$ cat src/rtl/amp_cal_pkg.sv
// Shared definitions for the amplifier offset-calibration sequencer.
//   cal_state_t : sequencer state encoding
//   trim_mid()  : mid-scale trim code (1 << (trim_w-1)) for a given code width
//   ch_idx_w()  : width of a channel index for a given channel count (min 1)
package amp_cal_pkg;

  typedef enum logic [2:0] {
    ST_IDLE,
    ST_SELECT,
    ST_SETTLE,
    ST_DECIDE,
    ST_STORE,
    ST_FINISH
  } cal_state_t;

  function automatic int unsigned trim_mid(input int unsigned trim_w);
    return 32'd1 << (trim_w - 32'd1);
  endfunction

  function automatic int unsigned ch_idx_w(input int unsigned num_ch);
    return (num_ch > 32'd1) ? 32'($clog2(num_ch)) : 32'd1;
  endfunction

endpackage

$ cat src/rtl/amp_trim_cal_if.sv
// Host/analog-side bundle of the calibration sequencer.
//   master : host + analog tile (drives start/abort/config/cmp_in/writes)
//   slave  : sequencer (drives trim_flat, cal_short, busy, done)
//   start         one-cycle calibration request
//   abort         stop the run immediately
//   cal_mask      channels to calibrate
//   settle_cycles settle wait per trial (0 treated as 1)
//   cmp_in        async comparator, 1 = code too high
//   wr_en/wr_ch/wr_data host trim write
//   trim_flat     trim codes, channel k at [k*TRIM_W +: TRIM_W]
//   cal_short     one-hot input short for the channel under calibration
//   busy, done    run in progress / completion pulse
interface amp_trim_cal_if #(
  parameter int unsigned NUM_CH   = 4,
  parameter int unsigned TRIM_W   = 5,
  parameter int unsigned SETTLE_W = 8
);
  localparam int unsigned CH_IDX_W = amp_cal_pkg::ch_idx_w(NUM_CH);

  logic                       start;
  logic                       abort;
  logic [NUM_CH-1:0]          cal_mask;
  logic [SETTLE_W-1:0]        settle_cycles;
  logic                       cmp_in;
  logic                       wr_en;
  logic [CH_IDX_W-1:0]        wr_ch;
  logic [TRIM_W-1:0]          wr_data;
  logic [NUM_CH*TRIM_W-1:0]   trim_flat;
  logic [NUM_CH-1:0]          cal_short;
  logic                       busy;
  logic                       done;

  modport master (
    output start, abort, cal_mask, settle_cycles, cmp_in, wr_en, wr_ch, wr_data,
    input  trim_flat, cal_short, busy, done
  );

  modport slave (
    input  start, abort, cal_mask, settle_cycles, cmp_in, wr_en, wr_ch, wr_data,
    output trim_flat, cal_short, busy, done
  );

endinterface

$ cat src/rtl/amp_cal_sync2.sv
// Two-flop synchroniser for the asynchronous comparator output.
//   clk, rst_n : clock, async active-low reset (flops clear to 0)
//   d_i        : asynchronous input
//   q_o        : synchronised output (2-cycle latency)
module amp_cal_sync2 (
  input  logic clk,
  input  logic rst_n,
  input  logic d_i,
  output logic q_o
);

  logic meta_q;
  logic sync_q;

  always_ff @(posedge clk or negedge rst_n) begin
    if (!rst_n) begin
      meta_q <= 1'b0;
      sync_q <= 1'b0;
    end else begin
      meta_q <= d_i;
      sync_q <= meta_q;
    end
  end

  assign q_o = sync_q;

endmodule

$ cat src/rtl/amp_trim_cal.sv
// Offset-calibration sequencer for a bank of NUM_CH differential amplifiers.
// For each masked-in channel it shorts the amp inputs and runs a successive-
// approximation search on that channel's trim code using the comparator,
// then stores the result. The host can write trim codes while idle.
//   clk, rst_n : clock, async active-low reset
//   bus        : amp_trim_cal_if slave (start/abort/config, comparator,
//                host write, trim codes, shorts, busy/done)
module amp_trim_cal
  import amp_cal_pkg::*;
#(
  parameter int unsigned NUM_CH   = 4,
  parameter int unsigned TRIM_W   = 5,
  parameter int unsigned SETTLE_W = 8
) (
  input  logic          clk,
  input  logic          rst_n,
  amp_trim_cal_if.slave bus
);

  localparam int unsigned CH_IDX_W = ch_idx_w(NUM_CH);
  localparam int unsigned BIT_W    = $clog2(TRIM_W);
  localparam int unsigned CNT_W    = SETTLE_W + 1;
  localparam logic [TRIM_W-1:0] TRIM_MID = TRIM_W'(trim_mid(TRIM_W));

  cal_state_t            state_q,  state_d;
  logic [CH_IDX_W-1:0]   ch_idx_q, ch_idx_d;
  logic [TRIM_W-1:0]     trial_q,  trial_d;
  logic [BIT_W-1:0]      bit_q,    bit_d;
  logic [CNT_W-1:0]      cnt_q,    cnt_d;
  logic [NUM_CH-1:0]     mask_q,   mask_d;
  logic [SETTLE_W-1:0]   settle_q, settle_d;
  logic [TRIM_W-1:0]     trim_q [NUM_CH];

  logic                  cmp_sync;
  logic                  store_en;
  logic [SETTLE_W-1:0]   settle_eff;
  logic [CNT_W-1:0]      cnt_load;
  logic [NUM_CH-1:0]     search_mask;
  int unsigned           search_from;
  logic                  nxt_found;
  logic [CH_IDX_W-1:0]   nxt_ch;
  logic                  busy_w;
  logic [NUM_CH-1:0]     short_w;
  logic [NUM_CH*TRIM_W-1:0] flat_w;

  amp_cal_sync2 u_sync (
    .clk   (clk),
    .rst_n (rst_n),
    .d_i   (bus.cmp_in),
    .q_o   (cmp_sync)
  );

  // SETTLE lasts S+2 cycles (S = max(settle,1)); counter runs S+1 down to 0.
  always_comb begin
    settle_eff = (settle_q == '0) ? SETTLE_W'(1) : settle_q;
    cnt_load   = {1'b0, settle_eff} + CNT_W'(1);
  end

  // Lowest masked-in channel at or above the search start. From IDLE the
  // live mask is searched from 0; from STORE the latched mask from ch_idx+1.
  always_comb begin
    search_mask = (state_q == ST_IDLE) ? bus.cal_mask : mask_q;
    search_from = (state_q == ST_STORE) ? (32'(ch_idx_q) + 32'd1) : 32'd0;
    nxt_found   = 1'b0;
    nxt_ch      = '0;
    for (int unsigned k = 0; k < NUM_CH; k++) begin
      if (!nxt_found && search_mask[k] && (k >= search_from)) begin
        nxt_found = 1'b1;
        nxt_ch    = CH_IDX_W'(k);
      end
    end
  end

  // Channel index and trial are loaded on entry to SELECT so the live
  // trial is already mid-scale while the channel is selected.
  always_comb begin
    state_d  = state_q;
    ch_idx_d = ch_idx_q;
    trial_d  = trial_q;
    bit_d    = bit_q;
    cnt_d    = cnt_q;
    mask_d   = mask_q;
    settle_d = settle_q;
    store_en = 1'b0;

    unique case (state_q)
      ST_IDLE: begin
        if (bus.start) begin
          mask_d   = bus.cal_mask;
          settle_d = bus.settle_cycles;
          if (nxt_found) begin
            state_d  = ST_SELECT;
            ch_idx_d = nxt_ch;
            trial_d  = TRIM_MID;
            bit_d    = BIT_W'(TRIM_W - 1);
          end else begin
            state_d = ST_FINISH;
          end
        end
      end
      ST_SELECT: begin
        state_d = ST_SETTLE;
        cnt_d   = cnt_load;
      end
      ST_SETTLE: begin
        if (cnt_q == '0) state_d = ST_DECIDE;
        else             cnt_d   = cnt_q - CNT_W'(1);
      end
      ST_DECIDE: begin
        if (cmp_sync) trial_d[bit_q] = 1'b0;
        if (bit_q != '0) begin
          trial_d[bit_q - BIT_W'(1)] = 1'b1;
          bit_d   = bit_q - BIT_W'(1);
          cnt_d   = cnt_load;
          state_d = ST_SETTLE;
        end else begin
          state_d = ST_STORE;
        end
      end
      ST_STORE: begin
        store_en = 1'b1;
        if (nxt_found) begin
          state_d  = ST_SELECT;
          ch_idx_d = nxt_ch;
          trial_d  = TRIM_MID;
          bit_d    = BIT_W'(TRIM_W - 1);
        end else begin
          state_d = ST_FINISH;
        end
      end
      ST_FINISH: state_d = ST_IDLE;
      default:   state_d = ST_IDLE;
    endcase

    if (bus.abort && (state_q != ST_IDLE)) begin
      state_d  = ST_IDLE;
      store_en = 1'b0;
    end
  end

  always_ff @(posedge clk or negedge rst_n) begin
    if (!rst_n) begin
      state_q  <= ST_IDLE;
      ch_idx_q <= '0;
      trial_q  <= TRIM_MID;
      bit_q    <= '0;
      cnt_q    <= '0;
      mask_q   <= '0;
      settle_q <= '0;
    end else begin
      state_q  <= state_d;
      ch_idx_q <= ch_idx_d;
      trial_q  <= trial_d;
      bit_q    <= bit_d;
      cnt_q    <= cnt_d;
      mask_q   <= mask_d;
      settle_q <= settle_d;
    end
  end

  always_ff @(posedge clk or negedge rst_n) begin
    if (!rst_n) begin
      for (int unsigned k = 0; k < NUM_CH; k++) trim_q[k] <= TRIM_MID;
    end else if (store_en) begin
      trim_q[ch_idx_q] <= trial_q;
    end else if ((state_q == ST_IDLE) && bus.wr_en && (32'(bus.wr_ch) < NUM_CH)) begin
      trim_q[bus.wr_ch] <= bus.wr_data;
    end
  end

  always_comb begin
    busy_w  = state_q inside {ST_SELECT, ST_SETTLE, ST_DECIDE, ST_STORE};
    short_w = '0;
    if (state_q inside {ST_SELECT, ST_SETTLE, ST_DECIDE}) short_w[ch_idx_q] = 1'b1;
    flat_w = '0;
    for (int unsigned k = 0; k < NUM_CH; k++) begin
      flat_w[k*TRIM_W +: TRIM_W] = (busy_w && (ch_idx_q == CH_IDX_W'(k))) ? trial_q : trim_q[k];
    end
  end

  assign bus.trim_flat = flat_w;
  assign bus.cal_short = short_w;
  assign bus.busy      = busy_w;
  assign bus.done      = (state_q == ST_FINISH);

endmodule

$ cat src/flat_wrapper.sv
// flat-port wrapper written by rule: the top's interface ports become plain ports
module amp_trim_cal_flat import amp_cal_pkg::*;
#(
  parameter int unsigned NUM_CH   = 4,
  parameter int unsigned TRIM_W   = 5,
  parameter int unsigned SETTLE_W = 8
)
  (clk, rst_n, bus_start, bus_abort, bus_cal_mask, bus_settle_cycles, bus_cmp_in, bus_wr_en, bus_wr_ch, bus_wr_data, bus_trim_flat, bus_cal_short, bus_busy, bus_done);
  amp_trim_cal_if #(.NUM_CH(NUM_CH), .TRIM_W(TRIM_W), .SETTLE_W(SETTLE_W)) bus_i ();
  input  logic clk;
  input  logic rst_n;
  input wire logic [$bits(bus_i.start)-1:0] bus_start;
  input wire logic [$bits(bus_i.abort)-1:0] bus_abort;
  input wire logic [$bits(bus_i.cal_mask)-1:0] bus_cal_mask;
  input wire logic [$bits(bus_i.settle_cycles)-1:0] bus_settle_cycles;
  input wire logic [$bits(bus_i.cmp_in)-1:0] bus_cmp_in;
  input wire logic [$bits(bus_i.wr_en)-1:0] bus_wr_en;
  input wire logic [$bits(bus_i.wr_ch)-1:0] bus_wr_ch;
  input wire logic [$bits(bus_i.wr_data)-1:0] bus_wr_data;
  output wire logic [$bits(bus_i.trim_flat)-1:0] bus_trim_flat;
  output wire logic [$bits(bus_i.cal_short)-1:0] bus_cal_short;
  output wire logic [$bits(bus_i.busy)-1:0] bus_busy;
  output wire logic [$bits(bus_i.done)-1:0] bus_done;
  assign bus_i.start = bus_start;
  assign bus_i.abort = bus_abort;
  assign bus_i.cal_mask = bus_cal_mask;
  assign bus_i.settle_cycles = bus_settle_cycles;
  assign bus_i.cmp_in = bus_cmp_in;
  assign bus_i.wr_en = bus_wr_en;
  assign bus_i.wr_ch = bus_wr_ch;
  assign bus_i.wr_data = bus_wr_data;
  assign bus_trim_flat = bus_i.trim_flat;
  assign bus_cal_short = bus_i.cal_short;
  assign bus_busy = bus_i.busy;
  assign bus_done = bus_i.done;
  amp_trim_cal #(.NUM_CH(NUM_CH), .TRIM_W(TRIM_W), .SETTLE_W(SETTLE_W)) u_core (.clk(clk), .rst_n(rst_n), .bus(bus_i));
endmodule
$ cat config.mk
export PLATFORM = sky130hd
export DESIGN_NAME = amp_trim_cal_flat
export DESIGN_NICKNAME = d
export VERILOG_FILES = /design/src/rtl/amp_cal_pkg.sv /design/src/rtl/amp_trim_cal_if.sv /design/src/rtl/amp_cal_sync2.sv /design/src/rtl/amp_trim_cal.sv /design/src/flat_wrapper.sv
export SDC_FILE = /design/constraint.sdc
export NUM_CORES = 1
export LEC_CHECK = 0
export ABC_AREA = 1
export ABC_CLOCK_PERIOD_IN_PS = 1460
export BUFFER_PORTS_ARGS = -buffer_cell sky130_fd_sc_hd__buf_2
export CAP_MARGIN = 20
export CORE_MARGIN = 1.5
export CORE_UTILIZATION = 52
export CTS_CLUSTER_DIAMETER = 150
export DETAILED_ROUTE_END_ITERATION = 10
export PLACE_DENSITY = 0.8
export RECOVER_POWER = 25
export SYNTH_ARGS = -nofsm -noshare
export SYNTH_HDL_FRONTEND = slang
export SYNTH_SLANG_ARGS = --single-unit
$ cat constraint.sdc
create_clock -name clk -period 1.46 [get_ports clk]
set_input_delay 0.146 -clock clk [delete_from_list [all_inputs] [get_ports clk]]
set_output_delay 0.146 -clock clk [all_outputs]
set_load 0.02 [all_outputs]
==> reports/metrics.yaml, run 1 <==
timing:
  worst_endpoint: "bus_trim_flat[19]"
  endpoint_type: "primary output"
clocking:
  cts_made_buffers: 5
  root_buffer: "clkbuf_8"
  h-tree-depth: 2
  clkSinkCount: 56
  max-clock-path-buffers: 2
synth:
  syn_area_per_cell_um2: 7.27
  syn_inst: 477
  yosysSeqAreaShare_pct: 40.6
  yosysTopAreaCell: "dfrtp_1"
  synth_top_area_share_pct: 36.8
  synth.distinct_cells: 36
  synth_warnings: 0
  async_reset_ff_share_pct: 100
  synthTopCellsByArea: "dfrtp_1 (37%), nand2_1 (15%), o21ai_0 (7.6%)"
  synth_area_mm2: 0.00347
  synth_fp_nets: 509
  synth.ff_latch_count: 56
  synth-edff-count: 0
  synth_top_flop_cell: "dfrtp_1"
die:
  die_w_um: 84.7
  io_pins: 51
  die_height_um: 84.7
  rows: 29
  start_util_pct: 54.3
run_status:
  haltStage: "5_1_grt"
  status: "did not finish"
  error: "[ERROR DPL-0038] Utilization greater than 100%, impossible to legalize"
placement:
  postPlaceCellArea_mm2: 0.00461
  globalplace.congestion: 1.03
  placed_cells: 658
  port-buffer-count: 50
  dp_hpwl_um: 7630
grt:
  grt_max_degree: 20
-- stage by stage --
step,TNS (ns),setup slack (ns)
after floorplan,-0.944,-0.0771
after global placement,-4.92,-0.176
after detailed placement,-7.97,-0.217
after CTS,-16.19,-0.374
-- synth_stat cells, types with 3 or more instances --
cell type and n:
o21ai_1 11, nand2_1 135, dfrtp_1 51, xor2_1 4
nor2_2 5, inv_2 8, nand3_1 22, dfstp_2 5
o21ai_2 7, inv_1 69, o21ai_0 53, o22ai_1 22
ha_1 7, mux2_2 4, nor2_4 3, nand4_1 5
a21oi_1 12, nor2_1 28
-- cell families after synthesis --
group                      synth area share, %
muxes                                     1.30
xor gates and xnor gates                  1.26
adders and majority gates                 2.53
and+or+nand+nor                           26.0
DFF                                       40.6
buffers and inverters                     9.16
AOI/OAI and AO/OA                         19.2
-- timing repair --
| item | in CTS |
|---|---|
| setup endpoints to repair | 70 |
| hold endpoints to repair | 43 |
| buffers inserted | 16 |
| gates resized for setup | 142 |
| pin swaps | 19 |
| hold buffers | 2 |
| cloned | 6 |
==> run 2, diff against run 1 <==
--- a/config.mk
+++ b/config.mk
@@ -6,14 +6,13 @@
 export NUM_CORES = 1
 export LEC_CHECK = 0
 export ABC_AREA = 1
-export ABC_CLOCK_PERIOD_IN_PS = 1460
+export ABC_CLOCK_PERIOD_IN_PS = 1900
 export BUFFER_PORTS_ARGS = -buffer_cell sky130_fd_sc_hd__buf_2
 export CAP_MARGIN = 20
 export CORE_MARGIN = 1.5
-export CORE_UTILIZATION = 52
-export CTS_CLUSTER_DIAMETER = 150
+export CORE_UTILIZATION = 38
 export DETAILED_ROUTE_END_ITERATION = 10
-export PLACE_DENSITY = 0.8
+export PLACE_DENSITY_LB_ADDON = 0.15
 export RECOVER_POWER = 25
 export SYNTH_ARGS = -nofsm -noshare
 export SYNTH_HDL_FRONTEND = slang
==> constraint.sdc (replaced) <==
create_clock -name clk -period 1.9 [get_ports clk]
set_input_delay 0.19 -clock clk [delete_from_list [all_inputs] [get_ports clk]]
set_output_delay 0.19 -clock clk [all_outputs]
set_load 0.02 [all_outputs]
==> run 2 against run 1 <==
- the flow now finishes without violations
- synthesized cell count stayed put
- area after synthesis stayed put
==> reports/metrics.yaml, run 2 <==
synth:
  synth.most_common_cell: "nand2_1"
  synth_top_area_share_pct: 36.8
  async_reset_ff_share_pct: 100
  synth_fp_nets: 509
  yosysSeqAreaShare_pct: 40.6
  synth.ff_latch_count: 56
  yosysTopAreaCell: "dfrtp_1"
  synth_top_flop_cell: "dfrtp_1"
  synth-edff-count: 0
  syn_inst: 477
  syn_area_per_cell_um2: 7.27
  synthTopCellsByArea: "dfrtp_1 (37%), nand2_1 (15%), o21ai_0 (7.6%)"
  synth_common_cells: "nand2_1 (135), inv_1 (69), o21ai_0 (53)"
  synth_area_mm2: 0.00347
  synth.distinct_cells: 36
  synth_warnings: 0
die:
  die_w_um: 98.5
  fp.coreArea_mm2: 0.00876
  die_height_um: 98.5
  dieArea_mm2: 0.00971
  rows: 34
  io_pins: 51
  start_util_pct: 39.6
detailed_routing:
  drt-initial-drc-count: 188
  route.detailed.drc: 0
  drt_wl_total_um: 9100
  final_antenna_net_count: 0
  via_count: 3357
  viasPerCell: 5.07
  wl_per_cell_um: 13.8
  firstDrtPassIters: 5
timing:
  setup_viol_count_final: 0
  drv_slew: 0
  hold_viol: 0
  rsz0062_at_grt: "yes"
  max_clock_freq_ghz: 0.534
  fin_skew_ns: 0.00894
  period_share_pct: 98.5
  period_needed_ns: 1.87
  max_slew_margin_pct: 3.55
  fin_hold_ws_ns: 0.0972
  tightest_slew_ns: 1.45
setup_path:
  critPathMaxFanout: 10
  cp.required_ns: 1.71
  critPathLaunchType: "flop"
  endpoint_kind: "primary output"
  cp_data_arrival_time_ns: 1.68
  crit_type: "flop to primary output"
finish:
  final_common_cell: "nand2_1"
  max_flop_register: "u_core.trim_q"
  mostFrequentLayoutCells: "nand2_1 (125), inv_1 (69), dfrtp_1 (48)"
  regArea_mm2: 0.00141
  multi_input_area_mm2: 0.00190
  final_net_count: 585
  drive_gt1_share_pct: 25.3
  n_antenna_cell: 0
  area_growth_pct: 24.2
  fin_area_mm2: 0.00431
  final-instance-count-excl-fill: 662
  largest_reg_flops: 20
  n_fill_cell: 887
  reg_top3: "u_core.trim_q: 20 flops, u_core.cnt_q: 9 flops, u_core.settle_q: 8 flops"
grt:
  grt_pass1_wl_um: 15600
  grt_overflow_total: 0
  track_usage_pct: 19.4
  first_global_vias: 3270
  grt_max_degree: 34
  grt_antenna_before_repair: 0
clocking:
  cts_tree: "done"
  worstSkewPairLatency_ns: 0.31
  max-clock-path-buffers: 2
  cts_made_buffers: 5
  h-tree-depth: 2
  clkSinkCount: 56
  clkTransAtPathRegs_ns: 0.11
  root_buffer: "clkbuf_8"
placement:
  globalplace.congestion: 0.941
  placed_cells: 643
  postPlaceCellArea_mm2: 0.00393
  dp_hpwl_um: 6830
  port-buffer-count: 50
min_path:
  hold_class: "input pin to flop"
run_status:
  status: "finished, final reports clean"
job:
  drv_cap: 0
pwr:
  p_leak_nw: 2.04
  ir_worst_vdd_mv: 0.657
  p_per_area_mw_per_mm2: 1720
==> run 2: cell families after synthesis <==
| family | count (synthesis) | synth area share [%] |
|---|---|---|
| muxes | 4 | 1.30 |
| adders and majority gates | 7 | 2.53 |
| xor gates and xnor gates | 5 | 1.26 |
| buffers and inverters | 82 | 9.16 |
| and+or+nand+nor | 209 | 26.0 |
| DFF | 56 | 40.6 |
| AOI/OAI and AO/OA | 114 | 19.2 |
==> run 2: layer usage <==
metal / vias up / global-route usage [%] / routed length, µm
li1: 1712 / - / -
met1: 1544 / 27.5 / 4440
met2: 93 / 31.0 / 4070
met3: 8 / 3.90 / 494
met4: 0 / 3.47 / 97
met5: - / 0 / 0
==> run 2: timing repair <==
item | 4_1_cts | 5_1_grt
hold buffers | 2 | 0
cloned | 0 | 1
endpoints found under the setup margin | 20 | 48
setup buffers | 4 | 4
resized for setup | 11 | 56
pin swaps | 1 | 1
hold endpoints to repair | 20 | 0
==> run 2: critical path, stage by stage, from the launching register on <==
cell and delay, ns:
dfrtp_2 0.45, buf_6 0.13, nor2_4 0.09, nor2_2 0.04, inv_2 0.10, nand2_8 0.12
nand2_4 0.13, nand2_1 0.06, o21ai_0 0.07, buf_2 0.19
==> run 2: path summary, 6_finish.rpt <==
path | end | from | cells past startpoint | slack (ns)
hold reg to reg | u_core.u_sync.q_o$_DFF_PN0_ | u_core.u_sync.meta_q$_DFF_PN0_ | 0 | 0.36
min in group asynchronous | u_core.trim_q[3]$_DFFE_PN0P_ | rst_n | 2 | 0.74
hold / removal | u_core.settle_q[2]$_DFFE_PN0P_ | bus_settle_cycles[2] | 2 | 0.1
max in group asynchronous | u_core.trim_q[14]$_DFFE_PN1P_ | rst_n | 3 | 0.19
setup / recovery | bus_trim_flat[16] | u_core.state_q[0]$_DFFE_PN0P_ | 9 | 0.03
setup reg to reg | u_core.trial_q[1]$_DFFE_PN0P_ | u_core.state_q[0]$_DFFE_PN0P_ | 9 | 0.10
==> run 2: metrics by stage <==
stage               power [mW]  setup TNS, ns  utilization (%)  worst slack (ns)
floorplan                 4.97          -1.17                -           -0.0584
finish                    7.43              0             49.2            0.0282
CTS                       6.96       -0.00517             46.8          -0.00340
global route              8.17          -1.40             49.2           -0.0867
global placement          6.07              0             44.9             0.106
detailed placement        6.12              0             44.9            0.0686
==> run 2: final cells by class <==
cell class	instances	area share, %
Tap cell	108	3.14
Sequential cell	56	32.8
Clock inverter	3	0.552
Multi-Input combinational cell	340	44.1
Timing Repair Buffer	72	10.9
Clock buffer	5	1.60
Inverter	78	6.91
==> run 2: power breakdown <==
part | switching [mW] | internal (mW)
logic | 2.89 | 1.70
registers | 0.389 | 1.77
clock network | 0.413 | 0.262
Power figures use the tool's default switching activity.
